--- src/rtl/serial_adder_pkg.sv ---
// Shared state encoding and default operand width for the bit-serial adder.
package serial_adder_pkg;

  localparam int unsigned DEFAULT_WIDTH = 8;

  typedef enum logic [1:0] {
    IDLE = 2'd0,
    ADD  = 2'd1,
    DONE = 2'd2
  } state_e;

endpackage

--- src/rtl/full_adder.sv ---
// One-bit full adder built from two half adders and an OR of their carries.
module full_adder (
  input  logic a,
  input  logic b,
  input  logic cin,
  output logic s_c,
  output logic cout_c
);

  logic p;
  logic g0;
  logic g1;

  half_adder u_ha0 (.a(a), .b(b),   .s_c(p),   .c_c(g0));
  half_adder u_ha1 (.a(p), .b(cin), .s_c(s_c), .c_c(g1));

  assign cout_c = g0 | g1;

endmodule

--- src/rtl/half_adder.sv ---
// One-bit half adder: sum and carry of two bits.
module half_adder (
  input  logic a,
  input  logic b,
  output logic s_c,
  output logic c_c
);

  assign s_c = a ^ b;
  assign c_c = a & b;

endmodule

--- src/rtl/serial_adder.sv ---
// Bit-serial unsigned adder: one bit per clock, LSB first, result published
// on entry to DONE together with a one-cycle done pulse.
module serial_adder
  import serial_adder_pkg::*;
#(
  parameter int unsigned WIDTH = DEFAULT_WIDTH
) (
  input  logic             clk_in,
  input  logic             rst_in,
  input  logic             start_in,
  input  logic [WIDTH-1:0] a_in,
  input  logic [WIDTH-1:0] b_in,
  input  logic             cin_in,
  output logic             busy_out,
  output logic             done_out,
  output logic [WIDTH-1:0] sum_out,
  output logic             carry_out
);

  localparam int unsigned CNT_W = $clog2(WIDTH + 1);

  state_e             state;
  state_e             state_next;
  logic [WIDTH-1:0]   a_sr;
  logic [WIDTH-1:0]   b_sr;
  logic [WIDTH-1:0]   sum_sr;
  logic [WIDTH-1:0]   sum_next;
  logic               carry_q;
  logic [CNT_W-1:0]   cnt;
  logic               load;
  logic               step;
  logic               finish;
  logic               fa_s;
  logic               fa_c;

  full_adder u_fa (
    .a     (a_sr[0]),
    .b     (b_sr[0]),
    .cin   (carry_q),
    .s_c   (fa_s),
    .cout_c(fa_c)
  );

  // New sum bit enters at the MSB so the word is aligned after WIDTH steps.
  assign sum_next = (sum_sr >> 1) | {fa_s, {(WIDTH-1){1'b0}}};

  // Next-state and datapath strobes.
  always_comb begin
    state_next = state;
    load       = 1'b0;
    step       = 1'b0;
    finish     = 1'b0;
    case (state)
      IDLE: begin
        if (start_in) begin
          state_next = ADD;
          load       = 1'b1;
        end
      end
      ADD: begin
        step = 1'b1;
        if (cnt == CNT_W'(WIDTH - 1)) begin
          state_next = DONE;
          finish     = 1'b1;
        end
      end
      DONE:    state_next = IDLE;
      default: state_next = IDLE;
    endcase
  end

  // State, datapath and output registers.
  always_ff @(posedge clk_in) begin
    if (rst_in) begin
      state     <= IDLE;
      a_sr      <= '0;
      b_sr      <= '0;
      sum_sr    <= '0;
      carry_q   <= 1'b0;
      cnt       <= '0;
      busy_out  <= 1'b0;
      done_out  <= 1'b0;
      sum_out   <= '0;
      carry_out <= 1'b0;
    end else begin
      state    <= state_next;
      busy_out <= (state_next != IDLE);
      done_out <= (state_next == DONE);
      if (load) begin
        a_sr    <= a_in;
        b_sr    <= b_in;
        carry_q <= cin_in;
        cnt     <= '0;
      end
      if (step) begin
        a_sr    <= a_sr >> 1;
        b_sr    <= b_sr >> 1;
        sum_sr  <= sum_next;
        carry_q <= fa_c;
        cnt     <= cnt + CNT_W'(1);
      end
      if (finish) begin
        sum_out   <= sum_next;
        carry_out <= fa_c;
      end
    end
  end

endmodule

--- config.mk ---
export PLATFORM = sky130hd
export DESIGN_NAME = serial_adder
export DESIGN_NICKNAME = d
export VERILOG_FILES = /design/src/rtl/serial_adder_pkg.sv /design/src/rtl/full_adder.sv /design/src/rtl/half_adder.sv /design/src/rtl/serial_adder.sv
export SDC_FILE = /design/constraint.sdc
export NUM_CORES = 1
export LEC_CHECK = 0
export ABC_AREA = 1
export ABC_CLOCK_PERIOD_IN_PS = 1450
export BUFFER_PORTS_ARGS = -buffer_cell sky130_fd_sc_hd__buf_4
export CORE_MARGIN = 2
export CORE_UTILIZATION = 40
export DETAILED_ROUTE_END_ITERATION = 12
export PLACE_DENSITY = 0.69
export SYNTH_ARGS = -nofsm -noshare
export SYNTH_HDL_FRONTEND = slang
export SYNTH_SLANG_ARGS = --single-unit
--- constraint.sdc ---
create_clock -name clk_in -period 1.45 [get_ports clk_in]
set_input_delay 0.2175 -clock clk_in [delete_from_list [all_inputs] [get_ports clk_in]]
set_output_delay 0.2175 -clock clk_in [all_outputs]
set_load 0.005 [all_outputs]
# [Word level (Yosys, flattened, before mapping)]
# Cells that the tools add are included.
[totals] reg_bits=42 word_cells=42 output_inout_bits=11
[classes] n_mux=16 eq_ne=3 bitwise=6 n_addsub=1 n_reduce_logical=4
[ops] operator="$mux 7" count=4
[ops] operator="$mux 4" count=2
[ops] operator="$or 7x8->8" count=1
[ops] operator="$mux 1" count=7
[ops] operator="$add 4x1->4 const B" count=1
[ops] operator="$eq 4x3->1 const B" count=1
[ops] operator="$mux 2" count=2
[ops] operator="$pmux 2 s2" count=1
[ops] operator="$reduce_bool 2->1" count=2
[ops] operator="$and 1x1->1" count=2
[ops] operator="$eq 2x1->1 const B" count=1
[ops] operator="$eq 2x2->1 const B" count=1
[ops] operator="$logic_not 2->1" count=1
[ops] operator="$reduce_or 2->1" count=1
[ops] operator="$xor 1x1->1" count=2
[ops] operator="$or 1x1->1" count=1

# [Longest topological paths before layout]
[depth] ltp_word=4 depth_mapped=8 mapped_depth_nobuf=7

# [By module]
# From an unflattened synthesis, not the netlist that was laid out.
[hier_totals] hier_cells=252 area_unflattened_um2=1739.2
[modules_own_cells] module="serial_adder" cells_per_inst=247 seq_area_each_um2=820.8 n_inst=1 area_per_inst_um2=1702.9
[modules_own_cells] module="half_adder" cells_per_inst=1 seq_area_each_um2=0.0 n_inst=2 area_per_inst_um2=12.5
[modules_own_cells] module="full_adder" cells_per_inst=3 seq_area_each_um2=0.0 n_inst=1 area_per_inst_um2=11.3

# [Worst setup path after synthesis]
# OpenSTA, ideal clock, no wires.
[synth_path] path_type="register to register" from="reg cnt[0]" to="reg sum_out[1]" arrival_time_ns=1.069 path_slack_ns=0.268 t_required_ns=1.337 n_path_buf=1 synth_period_minus_slack_ns=1.182 path_stages_with_launch=8 setup_time_ns=0.113 cell_sequence="dfxtp_1 > ha_1 > nand2_1 > nor2_1 > nand2_1 > buf_2 > nand3_1 > nand2_1"
[synth_via] elab_chain_cells=3
[synth_rtl] item="from (decl)" line_no="serial_adder.sv:29" rtl="logic [CNT_W-1:0] cnt;"
[synth_rtl] item="from (signal assigned)" line_no="serial_adder.sv:100" rtl="cnt <= cnt + CNT_W'(1);"
[synth_rtl] item="$eq 4x3->1" line_no="serial_adder.sv:62" rtl="if (cnt == CNT_W'(WIDTH - 1)) begin"
[synth_rtl] item="$mux 1" line_no="serial_adder.sv:62"
[synth_rtl] item="$mux 1" line_no="serial_adder.sv:53" rtl="case (state)"
[synth_rtl] item="to (signal assigned)" line_no="serial_adder.sv:103" rtl="sum_out <= sum_next;"
[synth_rtl] item="to (decl)" line_no="serial_adder.sv:16" rtl="output logic [WIDTH-1:0] sum_out,"
# No other way between the ends.
# A chain may end at the register's enable or synchronous reset.

# [Worst setup path in the final report]
[layout_path] from="reg cnt[0]" to="reg sum_out[3]"
# Same word-level chain as after synthesis.

==> flow_metrics.tcl <==
set metrics [dict create \
    status "completed" \
    cts_setup_buffers 0 \
    period_needed_ns 1.31 \
    synth-simple-area-share_pct 36.8 \
    antenna_found_initial 0 \
    start_util_pct 42.4 \
    leakagePower_nw 1.03 \
    dieArea_mm2 0.00487 \
    fmaxAchievable_ghz 0.761 \
    grtUsageTotal_pct 15.8 \
    synth_flop_cell "dfxtp_1" \
    netSwitchingPower_mw 0.586 \
    synth_top_family_by_area "simple AND/OR/NAND/NOR gates" \
    ys_warn_count 0 \
    ys_ff_latch 41 \
    clock_latency_ns 0.30 \
    synth_xor_area_share_pct 0 \
    rsz0062_at_grt "false" \
    clk_pin_slew_ns 0.08 \
    final-hold-violation-count 0 \
    synth_nets 271 \
    io_pins 31 \
    drive_gt1_share_pct 20.9 \
    synthMuxAreaShare_pct 0 \
    internal-power_mw 1.86 \
    fin_tns_setup_ns 0 \
    grt_pass1_vias 1462 \
    finalCritPeriodShare_pct 90.7 \
    timing.hold.ws_ns 0.165 \
    die_x_um 69.8 \
    synth-compound-area-share_pct 5.20 \
    dr.pass1.iters 5 \
    slew_violations 0 \
    rr_startpoint "cnt[0]" \
    nets 308 \
    vdd_ir_drop_max_mv 0.713 \
    p_per_area_mw_per_mm2 1130 \
    hold_path.class "in2reg" \
    critPathCaptureType "flip-flop" \
    setup.worst_path.start "cnt[0]" \
    finalWorstSetupSlack_ns 0.135 \
    critical_path.max_fanout 6 \
    numClockSinks 41 \
    critPathLaunchType "flip-flop" \
    wl_per_cell_um 10.7 \
    die_height_um 69.8 \
    finClkSkew_ns 0.00880 \
    drtIter0Drc 84 \
    place_ws_ns 0.0788 \
    synthToLayoutAreaGrowth_pct 25.3 \
    criticalPathCategory "reg2reg" \
    maxCapViolCount 0 \
    synth_cell_types 18 \
    diodes 0 \
    ys_async_sr_fraction_pct 0 \
    num_rows 23 \
    place.gp.congestion 0.780 \
    slew_headroom_pct 80.0 \
    worstPathArrival_ns 1.56 \
    worstHoldStart "a_in[7]" \
    finalSetupViolations 0 \
    routed_wl_um 3620 \
    drc_errors 0 \
    grt_pass1_wl_um 6260 \
    overflow 0 \
    swShare_pct 23.9 \
    ant_nets 0 \
    clock_power_share_pct 39.0 \
    cts_tree "done" \
    portBuffers 30 \
    synth-seq-area-share_pct 47.4 \
    syn_area_mm2 0.00173 \
    synthAdderAreaFrac_pct 1.88 \
    grt_max_degree 18 \
    coreArea_mm2 0.00409 \
    synth_cells 249 \
    numCtsBuffers 5 \
    power_frac_seq_pct 49.6 \
    crit_required_ns 1.70 \
    clockBufferDepth 2 \
    pwr-share-comb_pct 11.5 \
    synth_area_per_cell_um2 6.95 \
    final_core_util_pct 53.1 \
    hpwlAfterDp_um 2530 \
    htree_levels 2 \
    root_buffer "clkbuf_8" \
    via_per_inst 4.69 \
    worstMarginPinSlew_ns 0.299 \
    synth_edf_count 0 \
    dr_total_vias 1579 \
]
## cell type report
type	count	area (um2)
Fill cell	419	1920
Sequential cell	41	821
Multi-Input combinational cell	175	772
Timing Repair Buffer	42	315
Clock buffer	6	82.6
Inverter	21	78.8
Tap cell	50	62.6
Clock inverter	2	37.5
## sequential cells by signal, summed over array words and instances, names as in the netlist
| register | cells |
|---|---|
| sum_out | 8 |
| cnt | 4 |
| busy_out | 1 |
| done_out | 1 |
| a_sr | 8 |
| b_sr | 8 |
| state | 2 |
| sum_sr | 7 |
| carry_out | 1 |
| carry_q | 1 |
## cells in the final DEF (no fill, tap or decap)
master      count
ha_1            1
nand2_2         3
nand3_1        34
nand2_1        62
clkinvlp_4      1
buf_4          42
inv_2           2
bufinv_16       1
fa_1            1
nor2_4          1
o21ai_0         9
nor2_1         51
inv_1          19
a21oi_1         8
o21ai_1         1
clkbuf_8        6
nor2_2          4
dfxtp_1        41
## power by group through the flow
stage | registers, mW | logic [mW] | clock network, mW
floorplan | 1.23 | 0.185 | 0
global placement | 1.24 | 0.278 | 0
detailed placement | 1.24 | 0.282 | 0
CTS | 1.21 | 0.283 | 0.976
global route | 1.22 | 0.327 | 1.02
finish | 1.21 | 0.281 | 0.955
## logic make-up (layout without fill, tap and decap cells)
kind of cell,count (synthesis),in the layout
adder cells (fa/ha/maj),2,2
AO/OA/AOI/OAI,18,18
buffers and inverters,34,71
AND/OR/NAND/NOR,154,155
flip-flops,41,41
## critical path, cell delays in order, from the launching register on
cell and delay, ns:
dfxtp_1 0.37, ha_1 0.17, nand2_1 0.09, nor2_2 0.13, nand2_2 0.13, nor2_2 0.22, nand2_1 0.09, nand2_1 0.06
## worst paths after layout
path | endpoint | slack, ns | depth (start not counted)
setup / recovery | sum_out[3] | 0.14 | 7
hold reg to reg | sum_out[3] | 0.47 | 2
setup reg to reg | sum_out[3] | 0.14 | 7
hold / removal | a_sr[7] | 0.17 | 3
## per-layer routing
layer	track usage, %	wire length [um]
met5	0	0
met4	7.69	104
met3	4.07	169
met2	25.5	1640
met1	19.6	1700
## stage by stage
| step | area [um2] | instances | power (mW) |
|---|---|---|---|
| finish | 2170 | 337 | 2.45 |
| global route | 2170 | 337 | 2.57 |
| CTS | 2160 | 336 | 2.47 |
| detailed placement | 2040 | 328 | 1.52 |
| global placement | 2040 | 328 | 1.52 |
| floorplan | 1730 | 249 | 1.42 |
## what timing repair did
action,4_1_cts,5_1_grt
hold buffers,0,0
gates resized for setup,0,2
setup endpoints to repair,0,9
## cells in the mapped netlist, types with 2 or more instances
cell,number,area (um2)
nand2_1,63,236
nor2_1,52,195
dfxtp_1,41,821
nand3_1,34,170
inv_1,19,71.3
o21ai_0,9,45.0
a21oi_1,8,40.0
buf_2,6,30.0
clkbuf_1,4,15.0
buf_4,2,15.0
inv_2,2,7.51
nand2_2,2,12.5
nor2_2,2,12.5
(Power assumes the default switching activity.)
